File: src/rtl/simon_btn_conditioner.sv
// simon_btn_conditioner: synchronise, ms-debounce, edge-detect and queue one press event for the game core.
// Optional BTN_LOCKOUT_EN: while any button is held, presses of the other buttons are masked.
module simon_btn_conditioner #(
    parameter int NUM_BTN     = 4,
    parameter int DEBOUNCE_MS = 10,
    localparam int IDXW       = (NUM_BTN > 1) ? $clog2(NUM_BTN) : 1
) (
    input  logic               clk,
    input  logic               rst,
    input  logic [15:0]        ticks_per_milli,
    input  logic [NUM_BTN-1:0] btn_raw,
    output logic [NUM_BTN-1:0] btn_level,
    output logic [NUM_BTN-1:0] btn_press,
    output logic [NUM_BTN-1:0] btn_release,
    output logic               press_valid,
    output logic [IDXW-1:0]    press_idx,
    input  logic               press_ready,
    output logic               overrun,
    input  logic               overrun_clr
);
    localparam int CW = $clog2(DEBOUNCE_MS + 1);

    logic [NUM_BTN-1:0]         s1_q, s2_q, level_q, level_d, press_q, press_d, release_q, release_d;
    logic [NUM_BTN-1:0]         flip, rise;
    logic [NUM_BTN-1:0][CW-1:0] dcnt_q, dcnt_d;
    logic [15:0]                cnt_q, cnt_d, tpm_m1;
    logic                       ms_tick, slot_free, set_ovr;
    logic                       valid_q, valid_d, ovr_q, ovr_d;
    logic [IDXW-1:0]            idx_q, idx_d, low_idx;

    always_comb begin
        tpm_m1    = (ticks_per_milli == 16'd0) ? 16'd0 : ticks_per_milli - 16'd1;
        ms_tick   = cnt_q >= tpm_m1;
        cnt_d     = ms_tick ? 16'd0 : cnt_q + 16'd1;
        level_d   = level_q;
        dcnt_d    = dcnt_q;
        flip      = '0;
        for (int i = 0; i < NUM_BTN; i++) begin
            if (s2_q[i] == level_q[i]) begin
                dcnt_d[i] = '0;
            end else if (ms_tick) begin
                if (dcnt_q[i] + 1'b1 == CW'(DEBOUNCE_MS)) begin
                    flip[i]    = 1'b1;
                    level_d[i] = s2_q[i];
                    dcnt_d[i]  = '0;
                end else begin
                    dcnt_d[i] = dcnt_q[i] + 1'b1;
                end
            end
        end
        rise      = flip & s2_q;
`ifdef BTN_LOCKOUT_EN
        press_d   = (|level_q) ? '0 : rise & (~rise + 1'b1);
`else
        press_d   = rise;
`endif
        release_d = flip & ~s2_q;
        low_idx   = '0;
        for (int i = NUM_BTN - 1; i >= 0; i--)
            if (press_q[i]) low_idx = IDXW'(i);
        slot_free = !valid_q | press_ready;
        set_ovr   = (|press_q) & (!slot_free | (|(press_q & (press_q - 1'b1))));
        valid_d   = (|press_q) ? (valid_q | slot_free) : (valid_q & !press_ready);
        idx_d     = ((|press_q) & slot_free) ? low_idx : idx_q;
        ovr_d     = set_ovr | (ovr_q & !overrun_clr);
    end

    always_ff @(posedge clk or posedge rst) begin
        if (rst) begin
            s1_q      <= '0;
            s2_q      <= '0;
            cnt_q     <= '0;
            level_q   <= '0;
            dcnt_q    <= '0;
            press_q   <= '0;
            release_q <= '0;
            valid_q   <= 1'b0;
            idx_q     <= '0;
            ovr_q     <= 1'b0;
        end else begin
            s1_q      <= btn_raw;
            s2_q      <= s1_q;
            cnt_q     <= cnt_d;
            level_q   <= level_d;
            dcnt_q    <= dcnt_d;
            press_q   <= press_d;
            release_q <= release_d;
            valid_q   <= valid_d;
            idx_q     <= idx_d;
            ovr_q     <= ovr_d;
        end
    end

    assign btn_level   = level_q;
    assign btn_press   = press_q;
    assign btn_release = release_q;
    assign press_valid = valid_q;
    assign press_idx   = idx_q;
    assign overrun     = ovr_q;
endmodule

File: config.mk
export PLATFORM = sky130hd
export DESIGN_NAME = simon_btn_conditioner
export DESIGN_NICKNAME = d
export VERILOG_FILES = /design/src/rtl/simon_btn_conditioner.sv
export SDC_FILE = /design/constraint.sdc
export NUM_CORES = 1
export LEC_CHECK = 0
export CELL_PAD_IN_SITES_DETAIL_PLACEMENT = 1
export CELL_PAD_IN_SITES_GLOBAL_PLACEMENT = 1
export CORE_MARGIN = 4
export CORE_UTILIZATION = 39
export CTS_BUF_LIST = sky130_fd_sc_hd__clkbuf_16
export CTS_CLUSTER_SIZE = 10
export DETAILED_ROUTE_END_ITERATION = 16
export GPL_ROUTABILITY_DRIVEN = 0
export PLACE_DENSITY = 0.82
export REMOVE_ABC_BUFFERS = 1
export SYNTH_ARGS = -nofsm -noshare
export SYNTH_HDL_FRONTEND = slang
export SYNTH_SLANG_ARGS = --single-unit
File: constraint.sdc
create_clock -name clk -period 2.6 [get_ports clk]
set_clock_uncertainty 0.1 [all_clocks]
set_input_delay 0.52 -clock clk [delete_from_list [all_inputs] [get_ports clk]]
set_output_delay 0.52 -clock clk [all_outputs]
set_load 0.005 [all_outputs]
### Yosys cells after proc, flatten, opt, wreduce, memory -nomap -nowiden

Cells that the tools add are included.

* add/subtract/negate cells: 7
* reductions and logical operators: 15
* $lt $le $gt $ge: 1
* equal/unequal tests: 8
* bitwise operators: 16
* mux-type cells: 31

Operator list (number)
* 4-bit two-way mux: 12
* 16-bit two-way mux: 2
* 16-bit by 1-bit adder with 16-bit output (second input constant): 1
* 4-bit by 1-bit adder with 4-bit output (second input constant): 4
* 4-bit == test (second input constant): 4
* 16-bit greater-or-equal comparator: 1
* 16-bit zero test: 1
* 16-bit by 1-bit subtractor with 16-bit output (second input constant): 1
* 1-bit two-way mux: 13
* 4-bit AND: 3
* 3-bit AND reduction: 4
* 2-bit two-way mux: 4
* 2-bit nonzero test: 4
* 4-bit OR reduction: 2
* 1-bit AND: 4
* 1-bit == test: 4
* 1-bit zero test: 4
* 1-bit inverter: 4
* 4-bit inverter: 1
* 1-bit bitwise OR: 4
* 4-bit by 1-bit subtractor with 4-bit output (second input constant): 1

* flip-flop bits (word level): 56
* output and inout port bits: 16
* input port bits: 24

### Depth between registers and ports, before layout

Gate-level depths: netlist (run 1).

* depth in word-level cells: 6
* mapped depth: 17
* gate-level depth less buffers: 13

### Least setup slack after synthesis (run 1)

Ideal clock, no wire load.

* path kind: in2reg
* start point: input port ticks_per_milli[11]
* end point: register level_q[1] (netlist: btn_level[1])
* arrival time: 3944 ps
* cell stages on the path: 15
* library setup time: 128 ps
* setup slack: -1571 ps
* buffers on the path: 3
* cells stage by stage: or4_1 > nor4_1 > and3_1 > clkbuf_1 > nand2_1 > clkbuf_1 > nand2_1 > ha_1 > nand4_1 > or4_1 > o32a_1 > and2_1 > buf_2 > nor2_1 > mux2_1

* cells in the longest elaborated chain, start to end: 4
* elaborated cells between the ends (all ways): 5
* those cells by class: add/sub: 1; order compare: 1; mux: 1; reduce/logical: 2

RTL lines
* start: declaration: RTL line 10 `input logic [15:0] ticks_per_milli,`
* 16-bit by 1-bit subtractor with 16-bit output or 16-bit zero test (tied branches): RTL line 32 `tpm_m1 = (ticks_per_milli == 16'd0) ? 16'd0 : ticks_per_milli - 16'd1;`
* 16-bit two-way mux *: RTL line 32
* 16-bit greater-or-equal comparator *: RTL line 33 `ms_tick = cnt_q >= tpm_m1;`
* 3-bit AND reduction (no line) *
* end signal: assignment: RTL line 84 `level_q <= level_d;`
* end: declaration: RTL line 23 `logic [NUM_BTN-1:0] s1_q, s2_q, level_q, level_d, press_q, press_d, release_q, release_d;`

Mark *: on every way between the ends. The rest lies on a longest branch, timed or not.
A chain may end at the register's enable or synchronous reset.

### Final worst setup path (run 1)

* start point: input port ticks_per_milli[10]
* end point: register dcnt_q[0] (netlist name)

* cells in the longest elaborated chain, start to end: 4
* elaborated cells between the ends (all ways): 5
* those cells by class: add/sub: 1; order compare: 1; mux: 1; reduce/logical: 2

RTL lines
* 16-bit by 1-bit subtractor with 16-bit output or 16-bit zero test (tied branches): RTL line 32
* 16-bit two-way mux *: RTL line 32
* 16-bit greater-or-equal comparator *: RTL line 33
* 2-bit nonzero test (no line) *
* end signal: assignment: RTL line 85 `dcnt_q <= dcnt_d;`
* end: declaration: RTL line 25 `logic [NUM_BTN-1:0][CW-1:0] dcnt_q, dcnt_d;`

Marked as above.

==> results.json, run 1 <==
{
  "nets": 509,
  "cpPeakStageDelay_ps": 560,
  "routedWlPerCell_um": 20.7,
  "critPathArrivalTime_ps": 3840,
  "drive_above_1_share_pct": 33.6,
  "drc": 0,
  "rsz0062_at_grt": "true",
  "power_density_nw_per_um2": 583,
  "cts_root_buffer": "clkbuf_16",
  "crit_path_top_delay_cell": "or4_4",
  "outcome": "complete, but fails checks",
  "diodes": 0,
  "worst-path-max-fanout": 6,
  "setup_tns_ps": -44950,
  "cp.required_ps": 2720,
  "finalWorstSetupSlack_ps": -1120,
  "mostFrequentLayoutCells": "dfrtp_1 (56), buf_4 (53), nand2_1 (34)",
  "grt_max_degree": 31,
  "synth_flop_cell": "dfrtp_1",
  "hold-worst-slack_ps": 254,
  "grt_pass1_vias": 3529,
  "cp.buffers_inverters": 4,
  "drt_iter0_markers": 141,
  "insertion_delay_ps": 300,
  "grt_pass1_wl_um": 17400,
  "place_ws_ps": -1900,
  "hold_viol_final": 0,
  "cap_violations": 0,
  "yosys_warnings": 0,
  "synth.distinct_cells": 41,
  "hold_path_class": "flop to flop",
  "period_minus_slack_ps": 3720,
  "fmax_mhz": 269,
  "clock_path_buffers": 2,
  "syn2layout_area_growth_pct": 53.1,
  "numPortBuffers": 39,
  "seq_power_share_pct": 35.8,
  "slew_headroom_pct": 61.5,
  "internal_power_mw": 2.09,
  "dp_hpwl_um": 6490,
  "netSwitchingFraction_pct": 30.1,
  "clkPwrFrac_pct": 33.0,
  "die_area_um2": 10100,
  "ios": 40,
  "slew_viol_final": 0,
  "vias_per_cell": 5.61,
  "finalSetupViolCount": 44,
  "cp_cell_sequence": "buf_6, or4_4, nor4_4, and3_4, buf_6, o21ai_2, a22oi_2, ha_1, nand2_1, or4_1, o32a_1, buf_6, nand2_8, clkbuf_16, nand3b_1, a21oi_2",
  "vias": 3166,
  "antenna_found_initial": 0,
  "failed_checks": "negative setup slack",
  "cp_common_cell": "buf_6",
  "htreeDepth": 2,
  "rows": 33,
  "ant_nets": 0,
  "hold_depth": 0,
  "core_area_um2": 8300,
  "crit_cells": 16,
  "cts_made_buffers": 5,
  "routed_wirelength_um": 11700,
  "placed_cell_area_um2": 4270,
  "p_leak_nw": 2.21,
  "end_kind": "flop",
  "seq_area_frac_synth_pct": 41.8,
  "worstSetupPathType": "input pin to flop",
  "netlist_area_um2": 3350,
  "final_common_cell": "dfrtp_1",
  "dr.pass1.iters": 6,
  "worst_pin_slew_ps": 577,
  "die_y_um": 101,
  "grt_overflow": 0,
  "async_reset_ff_share_pct": 100,
  "p_sw_uw": 900,
  "floorplan.initialDensity_pct": 40.4,
  "clkSlewWorstSetupHoldPaths_ps": 70,
  "die_w_um": 101,
  "syn_avg_cell_area_um2": 9.55,
  "syn_inst": 351,
  "design_area_um2": 5130,
  "worst_ir_drop_vdd_uv": 435,
  "synth_edf_count": 0,
  "p_comb_share_pct": 31.2,
  "crit_family": "simple AND/OR/NAND/NOR gates",
  "r2r_cells": 9,
  "cts.sink_count": 56,
  "start_kind": "input pin",
  "cts_tree": "done",
  "fin_crit_sh_pct": 143,
  "grt_use_total_pct": 21.5,
  "ys_ff_latch": 56
}
worst register-to-register path, cell delays in order (launching register included):
cell and delay (ps):
dfrtp_1 400, ha_1 310, nand4_1 140, or4_1 560
o32a_1 360, buf_6 170, nand2_8 110, clkbuf_16 160
nand3b_1 100, a21oi_2 150
power groups by stage:
stage	Sequential [mW]	Combinational, mW	Clock, mW
6_report	1.07	0.932	0.988
5_1_grt	1.08	1.01	1.04
4_1_cts	1.06	0.727	0.980
3_5_place_dp	1.07	0.628	0
3_3_place_gp	1.06	0.590	0
2_1_floorplan	1.06	0.320	0
cells in the mapped netlist (all sizes together) (6+ instances only):
cell,count,area [um2]
dfrtp,56,1400
nor2,42,158
nand2,37,139
ha,27,338
a21oi,26,130
o21ai,16,80.1
xor2,16,140
xnor2,15,131
nand3,14,70.1
inv,11,41.3
nor4b,9,129
nand3b,8,60.1
nand4,8,50.1
and3,7,43.8
nand2b,7,43.8
nor3,6,30.0
o21a,6,45.0
layer usage:
layer	up-vias	routed length, um	part of all wire (%)	GRT usage, %
met3	29	443	3.8	3.11
met4	0	414	3.5	6.32
li1	1460	-	-	-
met1	1588	4450	38	23.8
met2	89	6360	55	42.0
met5	-	0	0	0
metrics by stage:
step	std cells	total power, mW	util [%]
after CTS	558	2.76	58.3
after global placement	543	1.65	51.4
after global routing	564	3.13	61.8
after detailed placement	543	1.70	51.4
final	564	2.99	61.8
after floorplan	344	1.38	-
layout make-up:
| class | count | area (um2) |
|---|---|---|
| Fill cell | 885 | 3170 |
| Multi-Input combinational cell | 277 | 2330 |
| Sequential cell | 56 | 1400 |
| Timing Repair Buffer | 107 | 1010 |
| Tap cell | 105 | 131 |
| Clock buffer | 5 | 125 |
| Clock inverter | 3 | 90.1 |
| Inverter | 11 | 41.3 |
cell families after synthesis:
family,synth area share (%)
simple gates,24.3
compound gates,11.5
flops,41.8
xor+xnor,8.10
fa+ha+maj,10.4
buf+inv,2.54
mux,1.34
path summary, 6_finish.rpt:
check                                          from        endpoint  slack (ps)
worst max register to register            cnt_q[10]       dcnt_q[0]         -50
worst min register to register              s1_q[3]         s2_q[3]         250
max in group asynchronous                       rst  btn_release[0]        1310
min in group asynchronous                       rst         s2_q[2]         520
worst min-delay path                        s1_q[3]         s2_q[3]         250
worst max-delay path            ticks_per_milli[10]       dcnt_q[0]       -1120
registers in the layout (all words and copies together) (netlist names):
name         flops
press_valid      1
cnt_q           16
btn_press        4
btn_release      4
dcnt_q          16
s2_q             4
press_idx        2
s1_q             4
btn_level        4
overrun          1
what timing repair did:
action                                  in CTS  in global routing
buffers inserted                             6                  6
gates cloned                                 1                  1
endpoints found under the setup margin      44                 44
gates resized for setup                     85                 56
pin swaps                                   31                 30
hold buffers                                 0                  0
Note: power is estimated with default switching activity, not from simulation.
==> run 2: changes to the inputs <==
--- a/config.mk
+++ b/config.mk
@@ -5,6 +5,7 @@
 export SDC_FILE = /design/constraint.sdc
 export NUM_CORES = 1
 export LEC_CHECK = 0
+export CAP_MARGIN = 25
 export CELL_PAD_IN_SITES_DETAIL_PLACEMENT = 1
 export CELL_PAD_IN_SITES_GLOBAL_PLACEMENT = 1
 export CORE_MARGIN = 4
@@ -13,7 +14,7 @@
 export CTS_CLUSTER_SIZE = 10
 export DETAILED_ROUTE_END_ITERATION = 16
 export GPL_ROUTABILITY_DRIVEN = 0
-export PLACE_DENSITY = 0.82
+export PLACE_DENSITY = 0.81
 export REMOVE_ABC_BUFFERS = 1
 export SYNTH_ARGS = -nofsm -noshare
 export SYNTH_HDL_FRONTEND = slang
==> results.json, run 2 (synthesized netlist as in run 1, its figures left out) <==
{
  "cpPeakStageDelay_ps": 490,
  "finalSetupViolCount": 44,
  "fmax_mhz": 269,
  "cts_made_buffers": 5,
  "cts_hold_buf": 0,
  "vias_per_cell": 5.58,
  "dp_hpwl_um": 6600,
  "cap_violations": 0,
  "start_kind": "input pin",
  "worst-path-max-fanout": 5,
  "netSwitchingFraction_pct": 31.7,
  "failed_checks": "negative setup slack",
  "power_density_nw_per_um2": 530,
  "die_w_um": 101,
  "critPathArrivalTime_ps": 3810,
  "grt_use_total_pct": 22.6,
  "grt_overflow": 0,
  "insertion_delay_ps": 300,
  "hold_start": "s1_q[2]",
  "vias": 3192,
  "routedWlPerCell_um": 20.3,
  "grt_pass1_wl_um": 18200,
  "r2r-start": "cnt_q[9]",
  "clkSlewWorstSetupHoldPaths_ps": 80,
  "reg_top3": "cnt_q x16, dcnt_q x16",
  "dr.pass1.iters": 4,
  "slew_headroom_pct": 59.3,
  "slew_viol_final": 0,
  "ios": 40,
  "place_ws_ps": -1910,
  "reg2reg_to": "btn_level[2]",
  "worst_ir_drop_vdd_uv": 446,
  "mostFrequentLayoutCells": "buf_4 (59), dfrtp_1 (56), nand2_1 (35)",
  "crit_path_top_delay_cell": "or4_1",
  "final_common_cell": "buf_4",
  "syn2layout_area_growth_pct": 50.4,
  "worst_pin_slew_ps": 606,
  "r2r_cells": 7,
  "hold_depth": 0,
  "cp.required_ps": 2690,
  "r2r_setup_slack_ps": -20,
  "p_sw_uw": 846,
  "finalWorstSetupSlack_ps": -1120,
  "rows": 33,
  "p_comb_share_pct": 31.0,
  "nets": 517,
  "cp_cell_sequence": "dlygate4sd2_1, nor2_4, nand4_1, buf_4, buf_4, nor2_2, xor2_1, nand2_1, ha_1, nand4_1, or4_1, o32a_1, and2_4, nor2_4, mux2_4",
  "cts.sink_count": 56,
  "fin_crit_sh_pct": 143,
  "drc": 0,
  "floorplan.initialDensity_pct": 40.4,
  "cts_root_buffer": "clkbuf_16",
  "grt_max_degree": 57,
  "hold_path_class": "flop to flop",
  "antenna_found_initial": 0,
  "clock_path_buffers": 2,
  "rsz0062_at_grt": "true",
  "die_y_um": 101,
  "grt_pass1_vias": 3569,
  "drt_iter0_markers": 110,
  "drive_above_1_share_pct": 33.2,
  "core_area_um2": 8300,
  "die_area_um2": 10100,
  "seq_power_share_pct": 40.0,
  "placed_cell_area_um2": 4280,
  "worstSetupPathType": "input pin to flop",
  "numPortBuffers": 39,
  "htreeDepth": 2,
  "period_minus_slack_ps": 3720,
  "ant_nets": 0,
  "clkPwrFrac_pct": 29.0,
  "cts_tree": "done",
  "design_area_um2": 5040,
  "diodes": 0,
  "min_to": "s2_q[2]",
  "outcome": "complete, but fails checks",
  "hold_viol_final": 0,
  "internal_power_mw": 1.82,
  "end_kind": "flop",
  "routed_wirelength_um": 11600,
  "p_leak_nw": 2.22
}
run 2: changes by cell type in the layout (fill, tap and decap cells not counted), moves of 2 or more:
cell,change
dlygate4sd2_1,-2
buf_4,+6
nor2_4,-8
nor2_1,+7
clkbuf_2,-2
buf_2,+4
buf_6,+4
buf_12,-2
bufinv_16,-2
run 2: cell type report:
| type | count | area (um2) |
|---|---|---|
| Clock buffer | 5 | 125 |
| Clock inverter | 3 | 38.8 |
| Fill cell | 908 | 3260 |
| Inverter | 11 | 41.3 |
| Multi-Input combinational cell | 278 | 2280 |
| Sequential cell | 56 | 1400 |
| Tap cell | 105 | 131 |
| Timing Repair Buffer | 114 | 1020 |
run 2: power groups by stage:
stage                     clock (mW)  combinational, mW  sequential, mW
after floorplan                    0              0.320            1.06
after global placement             0              0.585            1.07
after detailed placement           0              0.628            1.07
after CTS                      0.772              0.734            1.06
after global routing           0.818              0.901            1.08
final                          0.773              0.828            1.07
run 2: layer usage:
| layer | wire [um] | GRT usage, % | share of wire (%) |
|---|---|---|---|
| met1 | 4680 | 26.1 | 40 |
| met2 | 6270 | 41.1 | 54 |
| met3 | 356 | 3.39 | 3.1 |
| met4 | 317 | 9.74 | 2.7 |
| met5 | 0 | 0 | 0 |
run 2: worst max-delay path by stage:
stage	from	endpoint	slack, ps
6_report	ticks_per_milli[4]	btn_level[2]	-1120
5_1_grt	ticks_per_milli[9]	btn_level[2]	-1160
3_3_place_gp	ticks_per_milli[11]	btn_level[0]	-1790
2_1_floorplan	ticks_per_milli[11]	btn_level[0]	-1610
4_1_cts	ticks_per_milli[10]	btn_level[2]	-1050
3_5_place_dp	ticks_per_milli[11]	btn_level[2]	-1910
run 2: through the flow:
stage / power, mW / cells / hold WS [ps] / util [%] / setup TNS (ps)
floorplan: 1.38 / 344 / 231 / - / -57970
global placement: 1.65 / 546 / 232 / 51.5 / -73080
detailed placement: 1.70 / 546 / 239 / 51.5 / -78120
CTS: 2.56 / 567 / 255 / 58.4 / -42630
global route: 2.80 / 572 / 269 / 60.7 / -45740
finish: 2.67 / 572 / 254 / 60.7 / -43370
run 2: critical path, delay by kind of cell:
kind                     cells  cell delay [ps]
XOR/XNOR                     1              150
AND/OR/NAND/NOR              8             1520
adder cells (fa/ha/maj)      1              300
buffers and inverters        3              640
multiplexers                 1              310
AO/OA/AOI/OAI                1              370
run 2: repair_timing:
action	CTS	global route
endpoints found under the hold margin	0	0
gates cloned	2	1
buffers inserted	11	4
resized for setup	109	29
endpoints found under the setup margin	44	44
pin swaps	34	39
